### config.mk
export PLATFORM = sky130hd
export DESIGN_NAME = vec_seq_ctrl
export DESIGN_NICKNAME = d
export VERILOG_FILES = /design/src/rtl/core_pkg.sv /design/src/rtl/vec_seq_ctrl.sv
export SDC_FILE = /design/constraint.sdc
export NUM_CORES = 1
export LEC_CHECK = 0
export BUFFER_PORTS_ARGS = -buffer_cell sky130_fd_sc_hd__buf_2
export CAP_MARGIN = 10
export CORE_MARGIN = 1
export CORE_UTILIZATION = 42
export DETAILED_ROUTE_END_ITERATION = 12
export PLACE_DENSITY = 0.82
export SLEW_MARGIN = 10
export SYNTH_ARGS = -nofsm -noshare
export SYNTH_HDL_FRONTEND = slang
export SYNTH_SLANG_ARGS = --single-unit
### constraint.sdc
create_clock -name clk_i -period 1.6 [get_ports clk_i]
set_input_delay 0.08 -clock clk_i [delete_from_list [all_inputs] [get_ports clk_i]]
set_output_delay 0.08 -clock clk_i [all_outputs]
set_load 0.005 [all_outputs]
### src/rtl/core_pkg.sv
// Shared core definitions: major opcodes and the
// vector element sequencer state encoding.
package core_pkg;

  localparam logic [6:0] OPC_LOAD   = 7'b0000011;
  localparam logic [6:0] OPC_OP_IMM = 7'b0010011;
  localparam logic [6:0] OPC_STORE  = 7'b0100011;
  localparam logic [6:0] OPC_OP     = 7'b0110011;
  localparam logic [6:0] OPC_BRANCH = 7'b1100011;
  localparam logic [6:0] OPC_VECTOR = 7'b1010111;

  typedef enum logic [1:0] {
    IDLE,
    RUN,
    DRAIN
  } vseq_state_e;

endpackage

### src/rtl/vec_seq_ctrl.sv
// Vector element sequencer: accepts a vector op, stalls the front end,
// issues one element per cycle to the ALU and writes results back.
//   clk_i/rst_ni        clock, async active-low reset
//   issue_valid_i       decode presents an instruction
//   opcode_i/vl_i       opcode and requested element count
//   flush_i             pipeline kill
//   issue_ready_o       idle, can accept
//   stall_o             hold fetch/decode
//   elem_valid_o/idx_o  element issue to ALU
//   vrf_we_o/widx_o     element writeback, one cycle after issue
//   done_o              completion pulse
module vec_seq_ctrl
  import core_pkg::*;
#(
  parameter int VLMAX = 8,
  parameter int IDX_W = $clog2(VLMAX)
) (
  input  logic             clk_i,
  input  logic             rst_ni,
  input  logic             issue_valid_i,
  input  logic [6:0]       opcode_i,
  input  logic [IDX_W:0]   vl_i,
  input  logic             flush_i,
  output logic             issue_ready_o,
  output logic             stall_o,
  output logic             elem_valid_o,
  output logic [IDX_W-1:0] elem_idx_o,
  output logic             vrf_we_o,
  output logic [IDX_W-1:0] vrf_widx_o,
  output logic             done_o
);

  localparam logic [IDX_W:0] VLMAX_L = (IDX_W+1)'(VLMAX);
  localparam logic [IDX_W:0] ONE_L   = (IDX_W+1)'(1);
  localparam logic [IDX_W-1:0] INC_L = IDX_W'(1);

  vseq_state_e      state_q, state_d;
  logic [IDX_W-1:0] cnt_q, cnt_d;
  logic [IDX_W:0]   vl_q, vl_d;
  logic             we_q, we_d;
  logic [IDX_W-1:0] widx_q, widx_d;
  logic [IDX_W:0]   vl_eff;
  logic             accept;
  logic             last;

  assign vl_eff = (vl_i > VLMAX_L) ? VLMAX_L : vl_i;
  assign accept = issue_valid_i && (opcode_i == OPC_VECTOR) && !flush_i;
  // Counter stops at the terminal index, so it never wraps.
  assign last   = ({1'b0, cnt_q} == (vl_q - ONE_L));

  always_comb begin
    state_d = state_q;
    cnt_d   = cnt_q;
    vl_d    = vl_q;
    unique case (state_q)
      IDLE: begin
        if (accept) begin
          vl_d    = vl_eff;
          cnt_d   = '0;
          state_d = (vl_eff == '0) ? DRAIN : RUN;
        end
      end
      RUN: begin
        if (flush_i) begin
          state_d = IDLE;
        end else if (last) begin
          state_d = DRAIN;
        end else begin
          cnt_d = cnt_q + INC_L;
        end
      end
      DRAIN: begin
        state_d = IDLE;
      end
      default: begin
        state_d = IDLE;
      end
    endcase
  end

  // A flushed element's write is dropped on its way to writeback.
  assign we_d   = (state_q == RUN) && !flush_i;
  assign widx_d = cnt_q;

  always_ff @(posedge clk_i or negedge rst_ni) begin
    if (!rst_ni) begin
      state_q <= IDLE;
      cnt_q   <= '0;
      vl_q    <= '0;
      we_q    <= 1'b0;
      widx_q  <= '0;
    end else begin
      state_q <= state_d;
      cnt_q   <= cnt_d;
      vl_q    <= vl_d;
      we_q    <= we_d;
      widx_q  <= widx_d;
    end
  end

  assign issue_ready_o = (state_q == IDLE);
  assign stall_o       = (state_q != IDLE);
  assign elem_valid_o  = (state_q == RUN);
  assign elem_idx_o    = (state_q == RUN) ? cnt_q : '0;
  assign done_o        = (state_q == DRAIN);
  assign vrf_we_o      = we_q;
  assign vrf_widx_o    = we_q ? widx_q : '0;

endmodule

* Word level (Yosys, flattened, before mapping) *
Cells that the tools add are included.
W data, S select, Z words.

word-level totals
  input port bits = 15
  register bits after elaboration = 13
  output and inout port bits = 11
  word-level logic and storage cells = 39

cells by class
  add/sub/neg operators = 2
  mux-type cells = 12
  reduce and logical (&&, ||, !) cells = 11
  magnitude comparators = 1
  equality and inequality tests = 8

operators by type and width
  kind                   count
  $mux W3                5
  $mux W2                4
  $eq A7 B7 Y1 const B   1
  $pmux W3 S2            1
  $eq A3 B4 Y1           1
  $gt A4 B4 Y1 const B   1
  $logic_not A4 Y1       1
  $mux W4                1
  $ne A2 B2 Y1 const B   2
  $pmux W2 S2            1
  $reduce_and A2 Y1      2
  $reduce_and A4 Y1      1
  $reduce_bool A2 Y1     2
  $sub A4 B1 Y4 const B  1
  $add A3 B1 Y3 const B  1
  $logic_and A1 B1 Y1    3
  $ne A3 B2 Y1 const B   1
  $eq A2 B1 Y1 const B   1
  $eq A2 B2 Y1 const B   1
  $logic_not A2 Y1       1
  $ne A2 B1 Y1 const B   1
  $logic_not A1 Y1       1

* Depth between registers and ports, before layout *
Gate-level depths: netlist of the first run.

  depth in word-level cells = 6
  gate-level depth with buffers = 6
  gate-level depth less buffers = 6

* Least setup slack after synthesis of the first run *
No wires, ideal clock.

  kind = reg-to-reg
  start = register state_q[1]
  end = register vl_q[3]
  arrival = 1.597 ns
  stages on the path, launching flop included = 5
  period minus slack after synthesis = 1.723 ns
  required time = 1.475 ns
  library setup time = 0.125 ns
  buffers on the path = 1
  path slack = -0.123 ns
  cells stage by stage = dfrtp_1 or2_4 or4_1 buf_2 mux2_4

on the way
  cells in the longest elaborated chain, start to end = 2

ends and longest elaborated chain
  element                      RTL line            RTL
  from (decl)                  vec_seq_ctrl.sv:37  vseq_state_e state_q, state_d;
  from (signal assigned)       vec_seq_ctrl.sv:93  state_q <= state_d;
  $logic_not A2 Y1             vec_seq_ctrl.sv:55  unique case (state_q)
  $reduce_and A2 Y1 (no line)  --
  to (signal assigned)         vec_seq_ctrl.sv:95  vl_q <= vl_d;
  to (decl)                    vec_seq_ctrl.sv:39  logic [IDX_W:0] vl_q, vl_d;

No other way between the ends.
A chain may end at the register's enable or synchronous reset.

* Worst setup path in the final report of the first run *
  start = register vl_q[0]
  end = register cnt_q[0]

on the way
  cells in the longest elaborated chain, start to end = 4

ends and longest elaborated chain
  element                      RTL line            RTL
  $sub A4 B1 Y4                vec_seq_ctrl.sv:49  assign last = ({1'b0, cnt_q} == (vl_q - ONE_L));
  $eq A3 B4 Y1                 vec_seq_ctrl.sv:49
  $ne A2 B2 Y1 (no line)       --
  $reduce_and A4 Y1 (no line)  --
  to (signal assigned)         vec_seq_ctrl.sv:94  cnt_q <= cnt_d;
  to (decl)                    vec_seq_ctrl.sv:38  logic [IDX_W-1:0] cnt_q, cnt_d;

No other way between the ends.

==> metrics.log, run 1 <==
[metrics] status: complete, but fails checks
[metrics] violations in the final reports: setup timing
[metrics] post-synthesis xor/xnor area fraction: 6.364%
[metrics] Diodes inserted: 0
[metrics] Finished Cell Area: 1001 um^2
[metrics] multiplexer area fraction after synthesis: 5.273%
[metrics] placer's final routability congestion estimate: 0.8301
[metrics] GRT Resource Usage Total: 21.35%
[metrics] number of search-and-repair iterations in the first detailed-routing pass: 4
[metrics] unrepaired setup endpoints after global routing: true
[metrics] setup slack of the critical path after layout: -0.02463 ns
[metrics] most used cells in the layout excluding fill and tap cells: 25 x sky130_fd_sc_hd__buf_2, 13 x sky130_fd_sc_hd__dfrtp_1, 10 x sky130_fd_sc_hd__buf_4
[metrics] crit path buf inv count: 1
[metrics] Max Buffers Root-to-Sink: 2
[metrics] cell breakdown of the critical path: buf_6 -> nor3_4 -> xnor2_1 -> nand4_1 -> mux2_4 -> a22o_1
[metrics] number of CTS-inserted buffers: 3
[metrics] port buffer count: 25
[metrics] vias in the first global route: 628
[metrics] Antenna Nets Post-Route: 0
[metrics] data arrival time of the critical path: 1.80 ns
[metrics] Worst Path Max Fanout: 2
[metrics] critical path start-end classification: register to register
[metrics] worst hold-check path type: input port to register
[metrics] Critical Path RT: 1.78 ns
[metrics] antenna violations before repair: 0
[metrics] DRC violation count after routing: 0
[metrics] crit-path leading delay family: flip-flops
[metrics] GRT Residual Overflow: 0
[metrics] number of warnings reported in the yosys synthesis log: 0
[metrics] detailed-route vias per instance: 5.653
[metrics] signed area change from the synthesized netlist to the final layout: 45.45%
[metrics] Synth Area in Compound Gates: 10.73%
[metrics] pin count of the biggest net entering global routing: 14
[metrics] non-filler cells in the finished layout: 121
[metrics] Final min period: 1.625 ns
[metrics] reg-to-reg startpoint: vl_q[0]
[metrics] Initial Utilization: 45.16%
[metrics] final worst path period share: 101.5%
[metrics] Pwr per Cell Area: 676.9 nW/um^2
[metrics] maximum clock skew at final layout: 0.004671 ns
[metrics] Mapped Nets: 82
[metrics] Setup-failing EPs final: 2
[metrics] combinational family with the most area after synthesis: simple AND/OR/NAND/NOR gates
[metrics] Final Hold Slack: 0.05624 ns
[metrics] largest voltage drop on the vdd net: 378.4 uV
[metrics] H-tree level count: 1
[metrics] transition time at the pin with the least slew margin: 0.3901 ns
[metrics] HPWL after detailed placement: 1.241 mm
[metrics] end of the worst register-to-register path: cnt_q[0]
[metrics] placeable core region: 1524 um^2
[metrics] die boundary width: 42.48 um
[metrics] FP Rows: 14
[metrics] critical-path cell with the highest stage delay: sky130_fd_sc_hd__dfrtp_1
[metrics] Hold Path Depth: 3
[metrics] area enclosed by the die boundary: 1805 um^2
[metrics] average footprint of a synthesized cell: 10.59 um^2
[metrics] wire per inst: 14.31 um
[metrics] num ports: 26
[metrics] Root Buffer: sky130_fd_sc_hd__clkbuf_4
[metrics] cell depth of the worst flop-to-flop path: 6
[metrics] routed wire length: 1.731 mm
[metrics] TritonCTS clock tree: built
[metrics] number of design-rule violations left by the first detailed-router iteration: 6
[metrics] MaxCap Viol Count: 0
[metrics] max incr delay on CP: 0.42 ns
[metrics] share of synthesized cell area in full adder, half adder and majority cells: 3.636%
[metrics] minimum setup slack among reg-to-reg paths: -0.02 ns
[metrics] Hold EP: vl_q[0]
[metrics] startpoint of the tightest hold check path: vl_i[0]
[metrics] critical path launch point: vl_q[0]
[metrics] most common cell after layout, fill and taps aside: sky130_fd_sc_hd__buf_2
[metrics] CP startpoint kind: register
[metrics] Pleak: 0.0005255 uW
[metrics] CP endpoint kind: register
[metrics] first-pass GRT wire length: 2.732 mm
[metrics] y dimension of the die: 42.48 um
[metrics] portion of the post-synthesis area used by sequential elements: 47.27%
[metrics] layout cells sized above 1: 47.62%
[metrics] number of synthesized register bits: 13
[metrics] later-pin clock latency in the skew report: 0.28 ns
[metrics] cell area after technology mapping: 688.2 um^2
[metrics] number of nets at the end of the flow: 123
[metrics] overall via count from detail_route: 684
[metrics] total number of clock tree sinks: 13
[metrics] CTS clock-pin slew for the worst setup and hold paths: 0.08 ns
[metrics] simple-gate portion of the synthesized area: 23.82%
[metrics] total count of max-transition violations in the final report: 0
[metrics] # placed instances: 113
[metrics] final total power: 677.6 uW
[metrics] relative slew slack: 73.75%
[metrics] Final Hold Violating Endpoints: 0
[metrics] area post-placement: 892.1 um^2
[metrics] count of cell types in the netlist: 30
[metrics] maximum clock frequency: 615.5 MHz
[metrics] Post-Synthesis Cells: 65
## cell type report
type / count / area (um^2)
inverters: 4 / 15.01
fillers: 123 / 523.0
flip-flops and latches: 13 / 325.3
multi-input cells: 47 / 392.9
repair buffers: 37 / 221.5
well taps: 16 / 20.02
clock buffers: 4 / 26.28
## metal layers
| layer | part of all wire [%] | GRT usage [%] | vias to the layer above | routed length (um) |
|---|---|---|---|---|
| met5 | 0 | 0 | - | 0 |
| li1 | - | - | 314 | - |
| met4 | 2.1 | 11.88 | 0 | 36 |
| met2 | 53 | 37.54 | 41 | 911 |
| met1 | 39 | 22.87 | 324 | 683 |
| met3 | 5.7 | 5.603 | 5 | 99 |
## stage by stage
stage / TNS [ns] / utilization, % / worst slack (ns)
floorplan: -0.1651 / - / -0.1115
global placement: 0 / 58.54 / 0.02829
detailed placement: -0.02924 / 58.54 / -0.02924
CTS: -0.009634 / 64.20 / -0.005942
global route: -0.2501 / 65.68 / -0.09570
finish: -0.03302 / 65.68 / -0.02463
## worst reg2reg max path, cell delays in order (launching register included)
cell                      delay (ns)
sky130_fd_sc_hd__dfrtp_1        0.42
sky130_fd_sc_hd__buf_6          0.14
sky130_fd_sc_hd__nor3_4         0.18
sky130_fd_sc_hd__xnor2_1        0.13
sky130_fd_sc_hd__nand4_1        0.16
sky130_fd_sc_hd__mux2_4         0.33
sky130_fd_sc_hd__a22o_1         0.18
## what timing repair did
action	4_1_cts	5_1_grt
setup buffers	3	0
hold buffers	1	0
resized for setup	6	4
pin swaps	4	3
setup endpoints to repair	2	6
endpoints found under the hold margin	13	0
## sequential cells by signal, summed over array words and instances (netlist names)
name      flops
vl_q          4
cnt_q         3
widx_q        3
state_q       2
vrf_we_o      1
## how the worst max path moves through the flow
stage                     to  depth (start not counted)
global route        cnt_q[0]                          6
floorplan            vl_q[3]                          4
global placement     vl_q[3]                          3
finish              cnt_q[0]                          6
detailed placement  cnt_q[0]                          6
CTS                  vl_q[3]                          3
## where the power goes
group          switching (uW)  internal (uW)  leakage (uW)
registers                8.93            339      0.000172
clock network             114           97.0     0.0000150
logic                    55.0           64.0      0.000339
total                     178            500      0.000525
## cell families (layout without fill, tap and decap cells)
family,Yosys count,after routing
compound gates,10,10
xor+xnor,5,5
fa+ha+maj,2,2
buf+inv,5,45
flops,13,13
mux,3,3
simple gates,27,27
## cell usage after synthesis
cell type | n | share of area (%)
sky130_fd_sc_hd__nor3b_1 | 1 | 1.1
sky130_fd_sc_hd__a21o_1 | 1 | 1.1
sky130_fd_sc_hd__o41ai_1 | 1 | 1.3
sky130_fd_sc_hd__nor4_1 | 2 | 1.8
sky130_fd_sc_hd__xnor2_1 | 2 | 2.5
sky130_fd_sc_hd__inv_1 | 4 | 2.2
sky130_fd_sc_hd__nand2_1 | 2 | 1.1
sky130_fd_sc_hd__mux2_4 | 1 | 2.2
sky130_fd_sc_hd__o21ai_0 | 3 | 2.2
sky130_fd_sc_hd__nand3b_1 | 2 | 2.2
sky130_fd_sc_hd__nand2b_1 | 1 | 0.91
sky130_fd_sc_hd__and2_1 | 6 | 5.5
sky130_fd_sc_hd__nand3_1 | 1 | 0.73
sky130_fd_sc_hd__nand4_1 | 1 | 0.91
sky130_fd_sc_hd__a22o_1 | 1 | 1.3
sky130_fd_sc_hd__nor2b_1 | 1 | 0.91
sky130_fd_sc_hd__o21bai_1 | 1 | 1.1
sky130_fd_sc_hd__or2_4 | 1 | 1.3
sky130_fd_sc_hd__xor2_1 | 3 | 3.8
sky130_fd_sc_hd__or4_1 | 1 | 1.1
sky130_fd_sc_hd__nor2_1 | 3 | 1.6
sky130_fd_sc_hd__dfrtp_1 | 13 | 47
sky130_fd_sc_hd__ha_1 | 2 | 3.6
sky130_fd_sc_hd__nor3_1 | 3 | 2.2
sky130_fd_sc_hd__mux2i_1 | 1 | 1.5
sky130_fd_sc_hd__o2bb2ai_1 | 2 | 2.5
sky130_fd_sc_hd__mux2_2 | 1 | 1.6
sky130_fd_sc_hd__nand4b_1 | 2 | 2.5
sky130_fd_sc_hd__buf_2 | 1 | 0.73
sky130_fd_sc_hd__o2111ai_1 | 1 | 1.3
Note: power is estimated with default switching activity, not from simulation.
==> run 2: changes to the inputs <==
--- a/config.mk
+++ b/config.mk
@@ -6,11 +6,11 @@
 export NUM_CORES = 1
 export LEC_CHECK = 0
 export BUFFER_PORTS_ARGS = -buffer_cell sky130_fd_sc_hd__buf_2
-export CAP_MARGIN = 10
+export CAP_MARGIN = 15
 export CORE_MARGIN = 1
-export CORE_UTILIZATION = 42
+export CORE_UTILIZATION = 33
 export DETAILED_ROUTE_END_ITERATION = 12
-export PLACE_DENSITY = 0.82
+export PLACE_DENSITY = 0.69
 export SLEW_MARGIN = 10
 export SYNTH_ARGS = -nofsm -noshare
 export SYNTH_HDL_FRONTEND = slang
==> metrics.log, run 2 (same netlist as run 1, synthesis figures left out) <==
[metrics] setup slack of the critical path after layout: -0.002978 ns
[metrics] transition time at the pin with the least slew margin: 0.4351 ns
[metrics] number of flip-flops under the largest register name: 4
[metrics] Hold Path Depth: 3
[metrics] Pwr per Cell Area: 671.3 nW/um^2
[metrics] die boundary width: 47.67 um
[metrics] first-pass GRT wire length: 2.277 mm
[metrics] HPWL after detailed placement: 1.156 mm
[metrics] status: complete, but fails checks
[metrics] core occupancy in the finished layout: 49.17%
[metrics] Pint: 484.9 uW
[metrics] signed area change from the synthesized netlist to the final layout: 40.18%
[metrics] num ports: 26
[metrics] antenna violations before repair: 0
[metrics] Critical Path RT: 1.77 ns
[metrics] non-filler cells in the finished layout: 129
[metrics] Max Buffers Root-to-Sink: 2
[metrics] critical path start-end classification: register to register
[metrics] Hold EP: vl_q[0]
[metrics] number of design-rule violations left by the first detailed-router iteration: 4
[metrics] Worst Path Max Fanout: 3
[metrics] reg-to-reg startpoint: vl_q[0]
[metrics] number of fill cells: 202
[metrics] relative slew slack: 70.73%
[metrics] Finished Cell Area: 964.7 um^2
[metrics] Final Hold Violating Endpoints: 0
[metrics] sequential share of power: 53.9%
[metrics] wire per inst: 11.73 um
[metrics] unrepaired setup endpoints after global routing: true
[metrics] register containing the most flip-flops in the final layout: vl_q
[metrics] overall via count from detail_route: 621
[metrics] most used cells in the layout excluding fill and tap cells: 25 x sky130_fd_sc_hd__buf_2, 13 x sky130_fd_sc_hd__dfrtp_1, 8 x sky130_fd_sc_hd__buf_4
[metrics] maximum clock frequency: 623.8 MHz
[metrics] area post-placement: 898.4 um^2
[metrics] placeable core region: 1962 um^2
[metrics] Root Buffer: sky130_fd_sc_hd__clkbuf_4
[metrics] vias in the first global route: 559
[metrics] pin count of the biggest net entering global routing: 14
[metrics] proportion of power drawn by the clock network: 31.6%
[metrics] GRT Residual Overflow: 0
[metrics] Pleak: 0.0004996 uW
[metrics] Setup-failing EPs final: 1
[metrics] port buffer count: 25
[metrics] later-pin clock latency in the skew report: 0.28 ns
[metrics] routed wire length: 1.513 mm
[metrics] number of search-and-repair iterations in the first detailed-routing pass: 4
[metrics] total number of clock tree sinks: 13
[metrics] TritonCTS clock tree: built
[metrics] worst hold-check path type: input port to register
[metrics] Diodes inserted: 0
[metrics] minimum setup slack among reg-to-reg paths: -0.003 ns
[metrics] DRC violation count after routing: 0
[metrics] final worst path period share: 100.2%
[metrics] most common cell after layout, fill and taps aside: sky130_fd_sc_hd__buf_2
[metrics] layout cells sized above 1: 44.12%
[metrics] Initial Utilization: 35.08%
[metrics] CP endpoint kind: register
[metrics] maximum clock skew at final layout: 0.006862 ns
[metrics] final total power: 647.6 uW
[metrics] # placed instances: 123
[metrics] FP Rows: 16
[metrics] detailed-route vias per instance: 4.814
[metrics] biggest regs: vl_q (4), cnt_q (3), widx_q (3)
[metrics] Logic pwr share: 14.5%
[metrics] violations in the final reports: setup timing
[metrics] Final min period: 1.603 ns
[metrics] CP startpoint kind: register
[metrics] placer's final routability congestion estimate: 0.7807
[metrics] largest voltage drop on the vdd net: 347.4 uV
[metrics] Switching Share: 25.12%
[metrics] H-tree level count: 1
[metrics] area enclosed by the die boundary: 2272 um^2
[metrics] number of nets at the end of the flow: 120
[metrics] Antenna Nets Post-Route: 0
[metrics] number of CTS-inserted buffers: 3
[metrics] GRT Resource Usage Total: 15.29%
[metrics] CTS clock-pin slew for the worst setup and hold paths: 0.08 ns
[metrics] startpoint of the tightest hold check path: vl_i[0]
[metrics] total count of max-transition violations in the final report: 0
[metrics] data arrival time of the critical path: 1.78 ns
[metrics] MaxCap Viol Count: 0
[metrics] end of the worst register-to-register path: cnt_q[0]
[metrics] cell depth of the worst flop-to-flop path: 6
[metrics] y dimension of the die: 47.67 um
[metrics] Net Switching: 162.7 uW
[run 2: stage by stage]
| step | hold WS (ns) | TNS (ns) | worst slack, ns |
|---|---|---|---|
| after floorplan | -0.2156 | -0.1651 | -0.1115 |
| after global placement | -0.02105 | 0 | 0.01261 |
| after detailed placement | -0.01414 | -0.1253 | -0.05369 |
| after CTS | 0.05448 | -0.01077 | -0.01077 |
| after global routing | 0.06574 | -0.1230 | -0.05613 |
| final | 0.05751 | -0.002978 | -0.002978 |
[run 2: power by group through the flow]
stage / Sequential [uW] / Combinational (uW) / Clock, uW
finish: 349 / 94.0 / 205
global route: 351 / 103 / 231
CTS: 349 / 95.0 / 212
detailed placement: 355 / 84.4 / 0
global placement: 354 / 79.6 / 0
floorplan: 353 / 38.3 / 0
[run 2: area by class of cell]
class,count,area (um^2),area share (%)
clock buffer,4,26.28,2.724
inverter,4,15.01,1.556
multi-input combinational,47,369.1,38.26
sequential,13,325.3,33.72
tap,27,33.78,3.502
timing repair buffer,34,195.2,20.23
[run 2: worst max-delay path, cell delays in order, from the launching register on]
cell                      delay, ns
sky130_fd_sc_hd__dfrtp_1       0.39
sky130_fd_sc_hd__inv_2         0.06
sky130_fd_sc_hd__ha_4          0.26
sky130_fd_sc_hd__xor2_1        0.15
sky130_fd_sc_hd__nand4_1       0.16
sky130_fd_sc_hd__mux2_2        0.30
sky130_fd_sc_hd__a22o_1        0.17
[run 2: worst max-delay path by stage]
stage,from,end,slack (ns),cells past startpoint
global placement,vl_q[0],cnt_q[0],0.01,6
floorplan,state_q[0],vl_q[3],-0.11,4
CTS,vl_q[0],cnt_q[0],-0.01,6
finish,vl_q[0],cnt_q[0],-0.003,6
global route,vl_q[0],cnt_q[2],-0.06,7
detailed placement,vl_q[0],cnt_q[0],-0.05,6
[run 2: per-layer routing]
layer,GRT usage (%),vias up,routed length [um]
met5,0,-,0
met4,8.333,0,19
met3,4.528,2,72
met2,25.75,24,740
met1,17.36,286,680
li1,-,309,-
[run 2: timing repair]
| action | CTS | global route |
|---|---|---|
| setup buffers | 1 | 0 |
| hold buffers | 1 | 0 |
| pin swaps | 2 | 0 |
| endpoints found under the setup margin | 4 | 5 |
| hold endpoints to repair | 13 | 0 |
| gates resized for setup | 3 | 2 |
==> run 3: changes to the inputs <==
--- a/config.mk
+++ b/config.mk
@@ -10,7 +10,8 @@
 export CORE_MARGIN = 1
 export CORE_UTILIZATION = 33
 export DETAILED_ROUTE_END_ITERATION = 12
-export PLACE_DENSITY = 0.69
+export PLACE_DENSITY = 0.66
+export SKIP_CTS_REPAIR_TIMING = 1
 export SLEW_MARGIN = 10
 export SYNTH_ARGS = -nofsm -noshare
 export SYNTH_HDL_FRONTEND = slang
==> constraint.sdc (replaced) <==
create_clock -name clk_i -period 1.9 [get_ports clk_i]
set_input_delay 0.095 -clock clk_i [delete_from_list [all_inputs] [get_ports clk_i]]
set_output_delay 0.095 -clock clk_i [all_outputs]
set_load 0.005 [all_outputs]
==> metrics.log, run 3 (same netlist as run 1, synthesis figures left out) <==
[metrics] Diodes inserted: 0
[metrics] most common cell after layout, fill and taps aside: sky130_fd_sc_hd__buf_2
[metrics] GRT Resource Usage Total: 13.66%
[metrics] maximum clock frequency: 569.8 MHz
[metrics] critical path launch point: state_q[0]
[metrics] Antenna Nets Post-Route: 0
[metrics] capturing element of the worst setup path: vl_q[3]
[metrics] biggest regs: vl_q (4), cnt_q (3), widx_q (3)
[metrics] minimum setup slack among reg-to-reg paths: 0.14 ns
[metrics] total number of clock tree sinks: 13
[metrics] maximum clock skew at final layout: 0.0009926 ns
[metrics] final worst path period share: 92.38%
[metrics] y dimension of the die: 47.67 um
[metrics] Critical Path RT: 2.06 ns
[metrics] unrepaired setup endpoints after global routing: false
[metrics] status: finished, final reports clean
[metrics] Pleak: 0.0004736 uW
[metrics] data arrival time of the critical path: 1.92 ns
[metrics] total count of max-transition violations in the final report: 0
[metrics] DRC violation count after routing: 0
[metrics] final total power: 528.6 uW
[metrics] detailed-route vias per instance: 4.815
[metrics] number of search-and-repair iterations in the first detailed-routing pass: 4
[metrics] CP startpoint kind: register
[metrics] Worst Path Max Fanout: 6
[metrics] Max Buffers Root-to-Sink: 2
[metrics] cell depth of the worst flop-to-flop path: 3
[metrics] most used cells in the layout excluding fill and tap cells: 25 x sky130_fd_sc_hd__buf_2, 13 x sky130_fd_sc_hd__dfrtp_1, 6 x sky130_fd_sc_hd__and2_1
[metrics] CP endpoint kind: register
[metrics] worst hold-check path type: input port to register
[metrics] routed wire length: 1.379 mm
[metrics] antenna violations before repair: 0
[metrics] number of flip-flops under the largest register name: 4
[metrics] pin count of the biggest net entering global routing: 14
[metrics] number of design-rule violations left by the first detailed-router iteration: 4
[metrics] Setup-failing EPs final: 0
[metrics] Pwr per Cell Area: 586.8 nW/um^2
[metrics] # placed instances: 119
[metrics] number of fill cells: 212
[metrics] later-pin clock latency in the skew report: 0.27 ns
[metrics] overall via count from detail_route: 597
[metrics] vias in the first global route: 500
[metrics] signed area change from the synthesized netlist to the final layout: 30.91%
[metrics] register containing the most flip-flops in the final layout: vl_q
[metrics] transition time at the pin with the least slew margin: 0.3859 ns
[metrics] TritonCTS clock tree: built
[metrics] Root Buffer: sky130_fd_sc_hd__clkbuf_4
[metrics] layout cells sized above 1: 35.05%
[metrics] MaxCap Viol Count: 0
[metrics] Final min period: 1.755 ns
[metrics] HPWL after detailed placement: 1.075 mm
[metrics] critical path start-end classification: register to register
[metrics] H-tree level count: 1
[metrics] port buffer count: 25
[metrics] number of nets at the end of the flow: 115
[metrics] num ports: 26
[metrics] largest voltage drop on the vdd net: 321.9 uV
[metrics] wire per inst: 11.12 um
[metrics] end of the worst register-to-register path: vl_q[3]
[metrics] non-filler cells in the finished layout: 124
[metrics] placeable core region: 1962 um^2
[metrics] FP Rows: 16
[metrics] number of CTS-inserted buffers: 3
[metrics] GRT Residual Overflow: 0
[metrics] area enclosed by the die boundary: 2272 um^2
[metrics] relative slew slack: 74.04%
[metrics] placer's final routability congestion estimate: 0.7290
[metrics] setup_tns: 0 ns
[metrics] Initial Utilization: 35.08%
[metrics] CTS clock-pin slew for the worst setup and hold paths: 0.08 ns
[metrics] die boundary width: 47.67 um
[metrics] reg-to-reg startpoint: state_q[0]
[metrics] first-pass GRT wire length: 2.076 mm
[metrics] Final Hold Violating Endpoints: 0
run 3: layer usage:
layer / GRT usage [%] / vias up / wire [um]
li1: - / 302 / -
met1: 18.10 / 269 / 664
met2: 20.82 / 24 / 617
met3: 3.396 / 2 / 73
met4: 6.667 / 0 / 23
met5: 0 / - / 0
run 3: worst max-delay path, stage by stage (launching register included):
cell and delay [ns]:
sky130_fd_sc_hd__dfrtp_1 0.44, sky130_fd_sc_hd__or2_4 0.27, sky130_fd_sc_hd__or4_1 0.61, sky130_fd_sc_hd__mux2_4 0.33
run 3: worst min path at each step:
stage	start	endpoint	cells past startpoint
after floorplan	rst_ni	cnt_q[0]	0
after global placement	rst_ni	widx_q[0]	1
after detailed placement	rst_ni	cnt_q[1]	1
after CTS	rst_ni	cnt_q[1]	1
after global routing	flush_i	vrf_we_o	2
final	vl_i[0]	vl_q[0]	3
run 3: area by class of cell:
| cell class | count | area [um^2] | share of cell area, % |
|---|---|---|---|
| multi-input combinational | 47 | 342.8 | 38.06 |
| sequential | 13 | 325.3 | 36.11 |
| timing repair buffer | 29 | 157.7 | 17.50 |
| tap | 27 | 33.78 | 3.750 |
| clock buffer | 4 | 26.28 | 2.917 |
| inverter | 4 | 15.01 | 1.667 |
run 3: per-stage QoR:
stage	setup WS [ns]	hold WS [ns]	utilization, %	instance area [um^2]
2_1_floorplan	0.1775	-0.2006	-	688.2
3_3_place_gp	0.1996	-0.003429	44.07	864.6
3_5_place_dp	0.1624	-0.002306	44.07	864.6
4_1_cts	0.1456	-0.3053	45.41	890.9
5_1_grt	0.09336	0.07810	45.92	900.9
6_report	0.1448	0.07454	45.92	900.9
run 3: report_power, final:
| part | internal (uW) | total (uW) | leakage, uW | switching, uW |
|---|---|---|---|---|
| combinational | 34.8 | 65.9 | 0.000287 | 31.1 |
| sequential | 285 | 293 | 0.000172 | 8.08 |
| clock | 81.4 | 169 | 0.0000150 | 87.9 |
| total | 401 | 529 | 0.000474 | 127 |
